[src/rtl/reg_file_param.sv]
// Parametrised general-purpose register file with zero-reading entry 0,
// optional write-to-read bypass, synchronous bulk clear and an IRST command
// register (loaded by writes to address 0) with a valid/done handshake.
//
// IRST state | meaning
// -----------+-------------------------------------------------------------
// IDLE       | no command outstanding; irst_done pulses are ignored
// PENDING    | irst_cmd holds a command not yet consumed by the IRST unit
module reg_file_param #(
  parameter int                DATA_W    = 16,
  parameter int                ADDR_W    = 3,
  parameter int                NUM_RD    = 2,
  parameter bit                BYPASS    = 1'b1,
  parameter logic [DATA_W-1:0] IRST_INIT = DATA_W'(16'h8F04)
) (
  input  logic                     clk,
  input  logic                     rst,
  input  logic                     clr,
  input  logic                     wr_en,
  input  logic [ADDR_W-1:0]        wr_addr,
  input  logic [DATA_W-1:0]        wr_data,
  input  logic [NUM_RD*ADDR_W-1:0] rd_addr,
  output logic [NUM_RD*DATA_W-1:0] rd_data,
  output logic [DATA_W-1:0]        irst_cmd,
  output logic                     irst_valid,
  input  logic                     irst_done,
  output logic                     irst_overrun
);

  localparam int DEPTH = 1 << ADDR_W;

  typedef enum logic {
    IDLE    = 1'b0,
    PENDING = 1'b1
  } irst_state_t;

  localparam irst_state_t RST_STATE = (IRST_INIT != '0) ? PENDING : IDLE;

  // Entry 0 is only ever written by reset; reads of address 0 bypass it.
  logic [DATA_W-1:0] mem [0:DEPTH-1];

  irst_state_t       state_q, state_d;
  logic [DATA_W-1:0] cmd_q, cmd_d;
  logic              ovr_q, ovr_d;
  logic              cmd_wr;

  assign cmd_wr = wr_en && (wr_addr == '0);

  // GPR storage: async reset, clear beats a simultaneous write.
  always_ff @(posedge clk or posedge rst) begin
    if (rst) begin
      for (int i = 0; i < DEPTH; i++) mem[i] <= '0;
    end else if (clr) begin
      for (int i = 1; i < DEPTH; i++) mem[i] <= '0;
    end else if (wr_en && (wr_addr != '0)) begin
      mem[wr_addr] <= wr_data;
    end
  end

  // Combinational read ports with optional same-cycle forwarding.
  for (genvar k = 0; k < NUM_RD; k++) begin : g_rd
    logic [ADDR_W-1:0] ra;
    logic              hit;
    assign ra  = rd_addr[k*ADDR_W +: ADDR_W];
    assign hit = BYPASS && wr_en && !clr && (wr_addr == ra);
    assign rd_data[k*DATA_W +: DATA_W] = (ra == '0) ? '0 : (hit ? wr_data : mem[ra]);
  end

  // IRST state register, command and sticky overrun flag.
  always_ff @(posedge clk or posedge rst) begin
    if (rst) begin
      state_q <= RST_STATE;
      cmd_q   <= IRST_INIT;
      ovr_q   <= 1'b0;
    end else begin
      state_q <= state_d;
      cmd_q   <= cmd_d;
      ovr_q   <= ovr_d;
    end
  end

  // IRST next-state: a new command always wins over a same-cycle done.
  always_comb begin
    state_d = state_q;
    cmd_d   = cmd_q;
    ovr_d   = ovr_q;
    case (state_q)
      IDLE: begin
        if (cmd_wr) begin
          state_d = PENDING;
          cmd_d   = wr_data;
        end
      end
      PENDING: begin
        if (cmd_wr) begin
          cmd_d = wr_data;
          if (!irst_done) ovr_d = 1'b1;
        end else if (irst_done) begin
          state_d = IDLE;
          cmd_d   = '0;
        end
      end
      default: state_d = IDLE;
    endcase
  end

  // IRST outputs straight from registers.
  always_comb begin
    irst_valid   = (state_q == PENDING);
    irst_cmd     = cmd_q;
    irst_overrun = ovr_q;
  end

endmodule

[config.mk]
export PLATFORM = sky130hd
export DESIGN_NAME = reg_file_param
export DESIGN_NICKNAME = d
export VERILOG_FILES = /design/src/rtl/reg_file_param.sv
export SDC_FILE = /design/constraint.sdc
export NUM_CORES = 1
export LEC_CHECK = 0
export ABC_AREA = 1
export CAP_MARGIN = 20
export CORE_MARGIN = 3
export CORE_UTILIZATION = 35
export CTS_CLUSTER_DIAMETER = 120
export DETAILED_ROUTE_END_ITERATION = 16
export HOLD_SLACK_MARGIN = 0.12
export PLACE_DENSITY = 0.57
export SETUP_SLACK_MARGIN = 0.4
export SLEW_MARGIN = 25
export SYNTH_ARGS = -nofsm -noshare
export SYNTH_HDL_FRONTEND = slang
export SYNTH_SLANG_ARGS = --single-unit
[constraint.sdc]
create_clock -name clk -period 14.27 [get_ports clk]
set_input_delay 4.281 -clock clk [delete_from_list [all_inputs] [get_ports clk]]
set_output_delay 4.281 -clock clk [all_outputs]
set_load 0.02 [all_outputs]
# Word level (Yosys, flattened, before mapping)
# Cells that the tools add are included.
# word_totals
wordCells,63
regBits,146
# classes
bitwise,6
n_reduce_logical,15
magnitude_cmp,4
n_eq_ne,4
mux,23
# op_table
operator,count
$mux W112,2
$mux W16,12
$bwmux W128,1
$bmux W16 S3,2
$demux W16 S3,1
$pmux W16 S2,1
$ge A4 B4 Y1 const B,3
$not A3 Y4,3
$logic_not A3 Y1,3
$eq A3 B3 Y1,2
$logic_and A1 B1 Y1,6
$lt A4 B1 Y1 const B,1
$reduce_and A2 Y1,2
$mux W1,3
$ne A3 B2 Y1 const B,1
$not A1 Y1,3
$reduce_and A3 Y1,1
$reduce_bool A3 Y1,1
$ne A2 B2 Y1 const B,1
$pmux W1 S2,1
$reduce_bool A2 Y1,1
$logic_not A1 Y1,1

# Logic depth before layout (Yosys ltp)
# logic_depth
ltp_word,8
mapped_depth,9

# Worst setup path after synthesis
# No wires, ideal clock.
# synth_timing
path_type,in2out
from,input rd_addr[2]
to,output rd_data[0]
path_slack_ps,4564
cell_stages,9
n_path_buf,2
arrival_ps,5425
cell_sequence,buf_2 inv_2 buf_2 nor2_2 nor2_4 nand2_4 inv_2 nor2_1 nor2_1
# synth_between
elab_chain_len,6
word_cells_on_any_way,9
# synth_lines
item,line,text
start: declaration,22,"input logic [NUM_RD*ADDR_W-1:0] rd_addr,"
$not A3 Y4 (not written as such),66,assign rd_data[k*DATA_W +: DATA_W] = (ra == '0) ? '0 : (hit ? wr_data : mem[ra]);
$bmux W16 S3,66,
$mux W16 (not written as such) (2 in series),66,
$mux W16,66,
$mux W16 (*),66,
end: declaration,23,"output logic [NUM_RD*DATA_W-1:0] rd_data,"
# Mark *: on every way between the ends. The rest lies on a longest branch, timed or not. The select of a mux whose other input is x is not followed.

# Worst setup path after layout
# layout_timing
from,input rd_addr[1]
to,output rd_data[9]
# The elaborated chain is that of the path after synthesis.

==> flow_results.org <==
** Outcome
- Status :: finished clean

** Yosys
- Synthesized instance count :: 1211
- During synthesis, Yosys emitted a total of 0 warnings.
- Share of synthesized area occupied by flip-flops and latches :: 43.5%
- In this run the cell area of the synthesized design comes to 8420 um^2.
- Flip-flop and latch count after synthesis :: 146
- When the netlist entered floorplanning its net count stood at 1241.
- Syn_area_per_cell :: 6.95 um^2
- Number of distinct library cells after synthesis :: 24

** Job
- The tool flagged a number of max-cap violations equal to 0.

** Final layout
- Excluding fillers, the count of instances in the completed layout stands at approximately 1600.
- Design Area, Final :: 9800 um^2
- In the final layout, the share of cells above drive strength 1 is 6.16%.
- At the end of the flow the core is filled with cells to between 40% and 50%.
- P&R area growth vs syn :: 16.4%
- For this run, the post-layout net count is between 1000 and 1500.
- The number of antenna diodes in the final layout is 0.

** GRT
- Vias in the first global route :: 8200
- The number of antenna violations at the first check in global routing came to 1.
- Overflow left after global routing :: 0
- Global-route wire length before repair :: 50600 um
- Entering global routing, the biggest net connects slightly above 90 pins.
- Global-route usage over all layers :: ~25%

** Clocking
- Maximum clock path buffer count :: 2
- TritonCTS Buffers :: 17
- Clk sink count :: around 150
- Clock tree synthesis selected as its root buffer the cell sky130_fd_sc_hd__clkbuf_16.
- Post-CTS repair changed the size of 0 cells.
- Clock-pin slew was measured on the worst setup and hold paths at 0.06 ns.
- TritonCTS built the clock tree.
- Buffer count from post-CTS setup fixing :: 0
- Total of hold buffers inserted after clock tree synthesis :: 0
- The H-tree was split into 4 levels.
- At the later pin of the worst-skew pair, clock insertion delay measures 0.44 ns.

** Place
- Number of port buffers :: 79
- OpenSTA, run right after detailed placement, puts the worst setup slack at 2.60 ns.
- The wire-length estimate of the detail-placed layout is 19600 um.
- Number of placed instances, taps included :: 1520
- Once placement finished, the instance area stood at 9250 um^2.
- At the end of routability-driven placement, the weighted congestion stood at 0.889.

** Timing
- Final count of pins violating max slew :: 0
- For this run, the top clock speed supported by timing is 85.4 MHz.
- The worst path in the final design needs a cycle of around 12 ns, including I/O delays and setup.
- In the final timing run, aggregate negative setup slack is 0 ns.
- Worst rel slew slack :: 27.1%
- The hold violation count in the final report is 0.
- Final setup viols :: 0
- At the pin with the least slew margin, the transition time is 1.09 ns.
- Final period utilization :: between 80 and 90%
- Across all hold checks on the routed design, the worst slack comes to 0.399 ns.
- PnR worst setup slack :: 2.55 ns
- Max Clock Skew :: about 0.0056 ns
- Setup repair after global routing left no endpoint under its margin.

** Critical path
- The critical path in this run is classified as in2out.
- In this run the worst path has a maximum fanout of 34.
- At the worst endpoint, the required time is 9.99 ns.
- The worst setup path is captured at a primary output.
- Data arrival time of the critical path :: about 7.4 ns
- Element type at the critical path start :: input port

** Drt
- First-pass iteration count of the detailed router :: 8
- Detailed routing inserted a total of 8764 vias.
- For this block, the routed nets add up to 32700 um of wire.
- After detailed routing, the number of remaining DRC violations is 0.
- The count of nets left with antenna violations once routing finished came out at 0.
- After detailed routing, the average wire length per cell comes to 21.1 um.
- DRC violation total after the first TritonRoute iteration :: approximately 1200
- Post-detailed-route via-to-cell ratio :: 5.65

** Power and ir drop
- Leakage :: 4.39 nW
- The design draws 1.06 mW.
- Dividing total power by cell area gives a power density of 109 nW/um^2.
- IR analysis of the VDD net gives a maximum drop of 0.0695 mV.

** Die
- Die height :: roughly 160 um
- Initial Utilization :: 35.8%
- Number of core rows :: 56
- Area of the die :: approximately 26000 um^2
- After floorplanning, the core was sized to cover around 24000 um^2.
- In this run the horizontal extent of the chip is 161 um.
- Number of primary I/O pins :: 80

** Worst hold path
- The path class of the tightest hold or removal check is reg2reg.
-- registers in the layout, summed over array words and instances, names as in the netlist --
signal        count
irst_cmd         16
irst_overrun      1
irst_valid        1
mem             128
-- cells in the final DEF (no fill, tap or decap) --
cell                              instances
sky130_fd_sc_hd__clkinv_2                 3
sky130_fd_sc_hd__dfstp_2                  7
sky130_fd_sc_hd__o31ai_1                  1
sky130_fd_sc_hd__bufinv_16                1
sky130_fd_sc_hd__inv_1                   20
sky130_fd_sc_hd__clkinv_4                 3
sky130_fd_sc_hd__a21oi_1                  1
sky130_fd_sc_hd__o21ai_0                110
sky130_fd_sc_hd__o21ai_1                 19
sky130_fd_sc_hd__buf_2                    2
sky130_fd_sc_hd__clkinvlp_4               4
sky130_fd_sc_hd__nand2_4                  2
sky130_fd_sc_hd__inv_2                    9
sky130_fd_sc_hd__nor2_2                   1
sky130_fd_sc_hd__clkbuf_1                 3
sky130_fd_sc_hd__clkbuf_16               17
sky130_fd_sc_hd__buf_4                   13
sky130_fd_sc_hd__dfrtp_1                139
sky130_fd_sc_hd__inv_6                    3
sky130_fd_sc_hd__clkdlybuf4s50_1         77
sky130_fd_sc_hd__nand2_1                366
sky130_fd_sc_hd__nand3_1                338
sky130_fd_sc_hd__nor2_4                   5
sky130_fd_sc_hd__nand4_1                  1
sky130_fd_sc_hd__nor2_1                  80
sky130_fd_sc_hd__nor3_1                   2
sky130_fd_sc_hd__nor3_2                   5
sky130_fd_sc_hd__clkbuf_8                 1
-- final cells by class --
class	instances	area, um^2
inverters	32	131
well taps	319	399
repair buffers	92	878
clock buffers	21	450
fillers	2532	13700
multi-input cells	931	4180
clock inverters	11	105
flip-flops and latches	146	3660
-- per-layer routing --
metal	vias to the layer above	part of all wire [%]	global-route usage, %
met5	-	0.037	0
met1	4207	45	37.5
met3	49	10	6.33
li1	4027	-	-
met4	2	2.1	7.27
met2	479	43	36.3
-- final timing paths --
kind | startpoint | to | slack (ns) | cells after the start
min reg2reg | mem[119]$_DFFE_PP0P_ | mem[119]$_DFFE_PP0P_ | 0.40 | 0
max | rd_addr[1] | rd_data[9] | 2.55 | 11
min | mem[119]$_DFFE_PP0P_ | mem[119]$_DFFE_PP0P_ | 0.40 | 0
max reg2reg | irst_valid$_DFF_PP1_ | irst_cmd[6]$_DFFE_PP0P_ | 12.92 | 3
min in group asynchronous | rst | mem[49]$_DFFE_PP0P_ | 4.36 | 2
max in group asynchronous | rst | mem[72]$_DFFE_PP0P_ | 8.48 | 3
-- power by group --
group,leakage [nW],internal (mW),switching [mW]
clock network,0.260,0.245,0.189
registers,1.99,0.430,0.00985
logic,2.14,0.0606,0.130
-- critical path: stages --
cell                              delay (ns)
sky130_fd_sc_hd__clkdlybuf4s50_1        0.45
sky130_fd_sc_hd__buf_4                  0.43
sky130_fd_sc_hd__inv_2                  0.48
sky130_fd_sc_hd__nand2_1                0.16
sky130_fd_sc_hd__nand2_1                0.10
sky130_fd_sc_hd__nor2_4                 0.36
sky130_fd_sc_hd__nand2_4                0.19
sky130_fd_sc_hd__nand2_1                0.10
sky130_fd_sc_hd__nor2_1                 0.06
sky130_fd_sc_hd__nor2_1                 0.14
sky130_fd_sc_hd__clkdlybuf4s50_1        0.64
-- cell usage after synthesis, drive strengths merged --
library cell | count | area (um^2)
a21oi | 1 | 5.00
nand4 | 1 | 6.26
clkinv | 1 | 8.76
nand3 | 338 | 1690
dfstp | 7 | 184
o21ai | 129 | 646
inv | 31 | 116
nand2 | 368 | 1400
o31ai | 1 | 7.51
nor2 | 86 | 363
dfrtp | 139 | 3480
buf | 61 | 303
nor3 | 7 | 60.1
clkbuf | 41 | 155
-- kinds of logic (layout without fill, tap and decap cells) --
family	count (synthesis)	after routing	share of synthesized area (%)
compound gates	131	131	7.82
buf+inv	134	156	6.92
flops	146	146	43.5
simple gates	800	800	41.8
(Power assumes the default switching activity.)
